===== config.mk =====
export PLATFORM = sky130hd
export DESIGN_NAME = acquisition_scheduler
export DESIGN_NICKNAME = d
export VERILOG_FILES = /design/src/rtl/acquisition_scheduler.sv
export SDC_FILE = /design/constraint.sdc
export NUM_CORES = 1
export LEC_CHECK = 0
export ABC_AREA = 1
export CAP_MARGIN = 20
export CORE_ASPECT_RATIO = 1.25
export CORE_MARGIN = 2
export CORE_UTILIZATION = 50
export DETAILED_ROUTE_END_ITERATION = 12
export PLACE_DENSITY = 0.74
export SETUP_SLACK_MARGIN = 0.15
export SLEW_MARGIN = 15
export SYNTH_ARGS = -nofsm -noshare
export SYNTH_HDL_FRONTEND = slang
export SYNTH_SLANG_ARGS = --single-unit

===== constraint.sdc =====
create_clock -name master_clock -period 2.9 [get_ports master_clock]
set_input_delay 0.58 -clock master_clock [delete_from_list [all_inputs] [get_ports master_clock]]
set_output_delay 0.58 -clock master_clock [all_outputs]
set_load 0.02 [all_outputs]

===== src/rtl/acquisition_scheduler.sv =====
// Frame-capture sequencer for the S15611 acquisition path: issues one-cycle frame
// triggers in single, burst or continuous mode and watches the outgoing AXIS stream.
module acquisition_scheduler #(
  parameter logic [31:0] TIMEOUT_CYCLES = 32'd4000000,
  parameter logic [31:0] MIN_PERIOD     = 32'd2048
) (
  input  logic        master_clock,
  input  logic        resetn,
  input  logic        cmd_start,
  input  logic        cmd_stop,
  input  logic [1:0]  cfg_mode,
  input  logic [15:0] cfg_burst_len,
  input  logic [31:0] cfg_period,
  input  logic        dma_ready,
  input  logic        mon_tvalid,
  input  logic        mon_tready,
  input  logic        mon_tlast,
  output logic        frame_trigger,
  output logic        busy,
  output logic [15:0] frame_count,
  output logic [15:0] drop_count,
  output logic        overrun_err,
  output logic        timeout_err,
  output logic [2:0]  dbg_state
);

  localparam int unsigned CNT_W = 16;
  localparam int unsigned TMR_W = 32;

  localparam logic [1:0] MODE_SINGLE     = 2'd0;
  localparam logic [1:0] MODE_BURST      = 2'd1;
  localparam logic [1:0] MODE_CONTINUOUS = 2'd2;

  typedef enum logic [2:0] {
    IDLE        = 3'd0,
    TRIGGER     = 3'd1,
    WAIT_FRAME  = 3'd2,
    WAIT_PERIOD = 3'd3
  } state_t;

  state_t             state;
  state_t             state_nxt;
  logic [1:0]         mode_q;
  logic [TMR_W-1:0]   period_q;
  logic [CNT_W-1:0]   remaining;
  logic [TMR_W-1:0]   period_cnt;
  logic [TMR_W-1:0]   timeout_cnt;
  logic               stop_pending;

  logic               frame_end;
  logic               continuous;
  logic               start_ok;
  logic               rem_last;
  logic [TMR_W-1:0]   period_last;
  logic [TMR_W-1:0]   period_cnt_nxt;
  logic               period_hit;
  logic               timeout_hit;

  assign frame_end   = mon_tvalid & mon_tready & mon_tlast;
  assign continuous  = (mode_q == MODE_CONTINUOUS);
  assign start_ok    = cmd_start & ~cmd_stop &
                       ~((cfg_mode == MODE_BURST) && (cfg_burst_len == CNT_W'(0)));
  assign rem_last    = ~continuous && (remaining == CNT_W'(1));
  assign timeout_hit = (timeout_cnt == TIMEOUT_CYCLES - TMR_W'(1));

  // period_hit marks the edge at which period_cnt reaches (or sits at) period-1,
  // which is what makes trigger-to-trigger spacing exactly period clocks.
  assign period_last    = period_q - TMR_W'(1);
  assign period_cnt_nxt = (period_cnt == period_last) ? period_cnt : period_cnt + TMR_W'(1);
  assign period_hit     = (period_cnt_nxt == period_last);

  assign dbg_state = state;

  // Next-state decision
  always_comb begin
    state_nxt = state;
    case (state)
      IDLE: begin
        if (start_ok) state_nxt = TRIGGER;
      end
      TRIGGER: begin
        if (cmd_stop)       state_nxt = IDLE;
        else if (dma_ready) state_nxt = WAIT_FRAME;
        else if (rem_last)  state_nxt = IDLE;
        else                state_nxt = WAIT_PERIOD;
      end
      WAIT_FRAME: begin
        if (frame_end) begin
          if (stop_pending || cmd_stop || rem_last) state_nxt = IDLE;
          else if (period_hit)                      state_nxt = TRIGGER;
          else                                      state_nxt = WAIT_PERIOD;
        end else if (timeout_hit) begin
          state_nxt = IDLE;
        end
      end
      WAIT_PERIOD: begin
        if (cmd_stop)        state_nxt = IDLE;
        else if (period_hit) state_nxt = TRIGGER;
      end
      default: state_nxt = IDLE;
    endcase
  end

  // State register, sequencing counters and registered outputs
  always_ff @(posedge master_clock or negedge resetn) begin
    if (!resetn) begin
      state         <= IDLE;
      mode_q        <= MODE_SINGLE;
      period_q      <= '0;
      remaining     <= '0;
      period_cnt    <= '0;
      timeout_cnt   <= '0;
      stop_pending  <= 1'b0;
      frame_trigger <= 1'b0;
      busy          <= 1'b0;
      frame_count   <= '0;
      drop_count    <= '0;
      overrun_err   <= 1'b0;
      timeout_err   <= 1'b0;
    end else begin
      frame_trigger <= 1'b0;
      case (state)
        IDLE: begin
          if (start_ok) begin
            mode_q       <= (cfg_mode == MODE_CONTINUOUS) ? MODE_CONTINUOUS :
                            (cfg_mode == MODE_BURST)      ? MODE_BURST : MODE_SINGLE;
            period_q     <= (cfg_period < MIN_PERIOD) ? MIN_PERIOD : cfg_period;
            remaining    <= (cfg_mode == MODE_BURST) ? cfg_burst_len : CNT_W'(1);
            frame_count  <= '0;
            drop_count   <= '0;
            overrun_err  <= 1'b0;
            timeout_err  <= 1'b0;
            stop_pending <= 1'b0;
          end
        end
        TRIGGER: begin
          period_cnt  <= '0;
          timeout_cnt <= '0;
          if (!cmd_stop) begin
            if (dma_ready) begin
              frame_trigger <= 1'b1;
            end else begin
              if (drop_count != '1) drop_count <= drop_count + CNT_W'(1);
              if (!continuous)      remaining  <= remaining - CNT_W'(1);
            end
          end
        end
        WAIT_FRAME: begin
          period_cnt  <= period_cnt_nxt;
          timeout_cnt <= timeout_cnt + TMR_W'(1);
          if (cmd_stop) stop_pending <= 1'b1;
          if (frame_end) begin
            frame_count <= frame_count + CNT_W'(1);
            if (!continuous) remaining <= remaining - CNT_W'(1);
          end else begin
            // The period ran out with the frame still in flight.
            if (period_hit)  overrun_err <= 1'b1;
            if (timeout_hit) timeout_err <= 1'b1;
          end
        end
        WAIT_PERIOD: begin
          period_cnt <= period_cnt_nxt;
        end
        default: ;
      endcase

      state <= state_nxt;
      busy  <= (state_nxt != IDLE);
      if (state_nxt == IDLE) stop_pending <= 1'b0;
    end
  end

endmodule


* Yosys cells after proc, flatten, opt, wreduce, memory -nomap -nowiden *
Cells that the tools add are included.
W data, S select, Z words.

storage, ports and cells
  word-level logic and storage cells = 114
  flip-flop bits (word level) = 154

cells by class
  multiplexer cells = 44
  eq/ne operators = 21
  $add $sub $neg = 6
  magnitude comparators = 1
  reductions and logical operators = 22
  bitwise gates (word level) = 7

operators by type and width
  operator                 number
  $mux W16                 11
  $pmux W32 S2             2
  $add A32 B1 Y32 const B  2
  $eq A32 B32 Y1           2
  $mux W32                 2
  $pmux W16 S2             2
  $pmux W16 S3             1
  $add A16 B1 Y16 const B  2
  $eq A32 B22 Y1 const B   1
  $lt A32 B12 Y1 const B   1
  $sub A32 B1 Y32 const B  1
  $eq A16 B1 Y1 const B    1
  $logic_not A16 Y1        1
  $ne A16 B16 Y1 const B   1
  $ne A2 B2 Y1 const B     8
  $sub A16 B1 Y16 const B  1
  $mux W3                  5
  $mux W2                  6
  $pmux W3 S4              1
  $mux W1                  11
  $reduce_and A5 Y1        2
  $reduce_bool A3 Y1       3
  $reduce_and A4 Y1        2
  $reduce_bool A2 Y1       4
  14 further kinds         28

* Depth between registers and ports, before layout *
  depth in word-level cells = 11
  gate-level depth with buffers = 28
  depth with buffers taken out = 26

* Worst setup path after synthesis *
Ideal clock, no wire load.

  path type = reg2reg
  from = register period_q[0]
  to = register stop_pending
  cell stages (with the launch flop) = 26
  required time = 2787 ps
  arrival time = 2678 ps
  slack = 109 ps
  path buffers = 2
  path through = dfrtp_1 inv_2 ha_1 nand2_2 nor2_4 buf_6 nand3_2 nor2_1 nand2_1 nand2_2 nand2_1 nor2_1 nand2_2 nor2_4 buf_6 nand2_1 nand3_1 nand2_1 nor2_1 nand2_1 nor2_1 nand3_2 nand2_2 nand3_2 nand2_1 inv_1

on the way
  longest elaborated chain between the ends = 11
  elaborated cells between the ends (all ways) = 16

RTL lines
  element                                                       RTL line  RTL
  start, declared                                               44        logic [TMR_W-1:0] period_q;
  start signal, assigned                                        127       period_q <= (cfg_period < MIN_PERIOD) ? MIN_PERIOD : cfg_period;
  $sub A32 B1 Y32 *                                             68        assign period_last = period_q - TMR_W'(1);
  $eq A32 B32 Y1                                                69        assign period_cnt_nxt = (period_cnt == period_last) ? period_cnt : period_cnt + TMR_W'(1);
  $mux W32                                                      69
  $eq A32 B32 Y1 *                                              70        assign period_hit = (period_cnt_nxt == period_last);
  $mux W2                                                       90        else if (period_hit) state_nxt = TRIGGER;
  $mux W2                                                       89        if (stop_pending || cmd_stop || rem_last) state_nxt = IDLE;
  $mux W3                                                       88        if (frame_end) begin
  $pmux W3 S4 *                                                 77        case (state)
  $logic_not A3 Y1 *                                            169       if (state_nxt == IDLE) stop_pending <= 1'b0;
  $ne A3 B3 Y1 (no line) or $reduce_bool A3 Y1 (tied branches)  n/a
  $reduce_and A3 Y1 (no line)                                   n/a
  end signal, assigned                                          113       stop_pending <= 1'b0;
  end signal, assigned                                          151       if (cmd_stop) stop_pending <= 1'b1;
  end signal, assigned                                          169
  end, declared                                                 48        logic stop_pending;

Every way passes the cells marked *; elsewhere a longest branch is shown, timed or not.
A chain may end at the register's enable or synchronous reset.

* Worst setup path in the final report *
  from = register period_q[4]
  to = register stop_pending

The elaborated chain is that of the path after synthesis.

==> results.py <==
metrics = {
    "global_route": {
        "gr-usage-met1": 0.361,
        "antenna_found_initial": 0,
        "use_met2": 0.560,
        "grt_pass1_wl_um": 54500,
        "grt_overflow": 0,
        "met3_usage": 0.0476,
        "grt_usage": 0.314,
        "first_global_vias": 11334,
        "grt_max_degree": 59,
        "grt_busiest_layer": "met2",
    },
    "drt": {
        "drt-vias-per-instance": 5.51,
        "drc": 0,
        "drtIter0Drc": 1061,
        "vias": 11732,
        "routedWlPerCell_um": 16.3,
        "ant_nets": 0,
        "finalWirelength_um": 34800,
        "dr.pass1.iters": 6,
    },
    "final_layout": {
        "fill_cells": 1627,
        "final_layout_size_suffix_gt1_frac": 0.231,
        "final_cell_area_um2": 14500,
        "fin_nets": 1913,
        "num_antenna_cells": 0,
        "regArea_um2": 3860,
        "multiInputGateArea_um2": 6140,
        "syn2layout_area_growth_pct": 39.8,
    },
    "timing": {
        "setup_viol": 13,
        "slew-limit-headroom": 0.606,
        "max_freq_ghz": 0.315,
        "rsz0062_at_grt": "true",
        "drv_slew": 0,
        "finalWorstSetupSlack_ns": -0.270,
        "tightest_slew_ns": 0.591,
        "clock_skew_ns": 0.0171,
        "fin_crit_sh": 1.09,
        "finalHoldViolations": 0,
        "fin_crit_ns": 3.17,
    },
    "logic_synthesis": {
        "synth_warnings": 0,
        "async_flop_share": 1.00,
        "synth_area_per_cell_um2": 6.76,
        "syn_nets": 1601,
        "syn-cell-area_um2": 10400,
        "postSynthCellCount": 1536,
        "yosysUniqueCellTypes": 56,
        "synth_top_flop_cell": "dfrtp_1",
        "ys_ff_latch": 154,
        "synth_enable_flop_cells": 0,
        "ys_seq_area_frac": 0.371,
    },
    "die": {
        "die-area_um2": 21900,
        "std_cell_rows": 58,
        "start_util": 0.512,
        "coreArea_um2": 20200,
        "die_y_um": 165,
        "io_pins": 97,
        "die_x_um": 133,
    },
    "setup_path": {
        "r2r_cells": 25,
        "cpMostUsedCell": "nand2_1",
        "crit_start": "period_q[4]$_DFFE_PN0P_",
        "critPathCaptureType": "flip-flop",
        "slowest_delay_ns": 0.45,
        "critPathArrivalTime_ns": 3.50,
        "start_kind": "flip-flop",
        "path_class": "reg -> reg",
        "cp_max_fo": 7,
        "r2r_start": "period_q[4]$_DFFE_PN0P_",
        "crit_required_ns": 3.23,
        "slowest_stage": "dfrtp_2",
        "rr_endpoint": "stop_pending$_DFFE_PN0P_",
        "crit_end": "stop_pending$_DFFE_PN0P_",
        "rrSetupSlack_ns": -0.27,
    },
    "cts": {
        "cts-root-buf": "clkbuf_16",
        "clk_pin_slew_ns": 0.07,
        "htree_levels": 4,
        "cts_buffers": 17,
        "cts_tree": "done",
        "clk_latency_ns": 0.44,
        "clk_path_buf_depth": 2,
        "cts.sinks": 154,
    },
    "power": {
        "p_leak_nw": 6.88,
        "power_mw": 10.4,
        "vdd_drop_max_uv": 473,
        "seqPwrFrac": 0.279,
        "power_switching_mw": 4.54,
        "p_int_mw": 5.91,
        "p_clk_frac": 0.213,
        "pwr_density_cell_nw_per_um2": 721,
        "comb_power_share": 0.508,
        "swShare": 0.434,
    },
    "hold_path": {
        "hp-class": "in -> async",
    },
    "placed_design": {
        "dp_hpwl_um": 25400,
        "place_area_um2": 13100,
        "globalplace.congestion": 1.04,
        "numPortBuffers": 96,
    },
    "status": {
        "violations": "negative setup slack",
        "status": "complete, but fails checks",
    },
    "run": {
        "drv_cap": 0,
    },
}
## metal layers
metal,up-vias,wire (um)
met2,482,17700
met4,0,1900
li1,5616,-
met3,138,1980
met1,5496,13300
met5,-,0
## final cells by class
cell class	count	area share
clock buffer	18	0.0296
clock inverter	14	0.00975
inverter	190	0.0495
multi-input combinational	1155	0.423
sequential	154	0.266
tap	270	0.0233
timing repair buffer	330	0.198
## layout by cell type, fill, tap and decap left out, drive strengths merged, types with 3 or more instances in the layout
cell type      synthesis  final
nor2                 202    202
ha                     7      7
nand3                137    137
nand3b                11     11
inv                  187    199
a21oi                 46     46
a211oi                 3      3
clkbuf                27     18
and2                   4      4
dfrtp                154    154
clkinv                 3      4
nor4                  11     11
o22ai                 13     13
mux2i                  5      5
or2                    3      3
a2bb2oi                3      3
xnor2                 10     10
nand4                 41     41
clkdlybuf4s50          0     95
o31ai                  3      3
a22oi                  9      9
xor2                  37     37
buf                   11    235
nand2                454    455
o21bai                 4      4
o21ai                 94     94
nor3                  34     34
## what timing repair did
item / CTS / global route
gates resized for setup: 82 / 87
hold buffers: 0 / 0
pin swaps: 15 / 40
setup endpoints to repair: 31 / 79
setup buffers: 9 / 21
cloned: 3 / 0
## power by group through the flow
stage,Clock (mW),Combinational [mW],Sequential [mW]
floorplan,0,2.72,2.88
global placement,0,4.69,2.90
detailed placement,0,4.78,2.91
CTS,2.23,5.00,2.88
global route,2.33,5.81,2.96
finish,2.22,5.31,2.92
## how the worst min path moves through the flow
stage	startpoint	to	slack, ns
6_report	resetn	period_cnt[2]$_DFFE_PN0P_	0.13
5_1_grt	resetn	period_cnt[2]$_DFFE_PN0P_	0.17
4_1_cts	resetn	period_cnt[2]$_DFFE_PN0P_	0.14
3_5_place_dp	timeout_cnt[3]$_DFFE_PN0N_	timeout_cnt[3]$_DFFE_PN0N_	0.46
3_3_place_gp	timeout_cnt[3]$_DFFE_PN0N_	timeout_cnt[3]$_DFFE_PN0N_	0.46
2_1_floorplan	resetn	busy$_DFF_PN0_	0.28
## metrics by stage
step	setup TNS (ns)	cells	utilization	worst slack, ns	hold WS, ns
after global routing	-4.57	2131	0.716	-0.477	0.167
final	-1.31	2131	0.716	-0.270	0.126
after detailed placement	-1.81	2066	0.646	-0.335	0.459
after global placement	-1.16	2066	0.646	-0.280	0.455
after floorplan	0	1536	-	0.181	0.284
after CTS	-0.930	2110	0.694	-0.233	0.140
## synth_stat cells (all sizes together), types with 4 or more instances
| library cell | n | area share |
|---|---|---|
| nor2 | 202 | 0.081 |
| nor3 | 34 | 0.017 |
| clkbuf | 27 | 0.0099 |
| o21bai | 4 | 0.0029 |
| dfrtp | 154 | 0.37 |
| ha | 7 | 0.0084 |
| nand2 | 454 | 0.17 |
| xor2 | 37 | 0.031 |
| nand4 | 41 | 0.025 |
| inv | 187 | 0.068 |
| xnor2 | 10 | 0.0084 |
| nand3 | 137 | 0.069 |
| a22oi | 9 | 0.0065 |
| a21oi | 46 | 0.022 |
| nand3b | 11 | 0.0080 |
| buf | 11 | 0.0087 |
| and2 | 4 | 0.0024 |
| nor4 | 11 | 0.0072 |
| mux2i | 5 | 0.0048 |
| o22ai | 13 | 0.0078 |
| o21ai | 94 | 0.045 |
## logic make-up (layout without fill, tap and decap cells)
family                   Yosys count  after routing  share of synthesized area
XOR/XNOR                          47             47                     0.0397
flip-flops                       154            154                      0.371
buffers and inverters            228            552                     0.0873
AO/OA/AOI/OAI                    193            193                      0.106
adder cells (fa/ha/maj)            7              7                    0.00844
multiplexers                       5              5                    0.00482
other                              1              1                   0.000361
AND/OR/NAND/NOR                  901            902                      0.382
## critical path, delay by kind of cell, from the launching register on
kind	cells	cell delay, ns
flip-flops	1	0.45
AND/OR/NAND/NOR	21	2.13
buffers and inverters	4	0.48
## sequential cells by signal, indices dropped and copies added (netlist names), 2 cells and up
name	flops
period_cnt	32
period_q	32
timeout_cnt	32
drop_count	16
frame_count	16
remaining	16
dbg_state	3
mode_q	2
No activity file was read; power rests on OpenSTA's default activity.
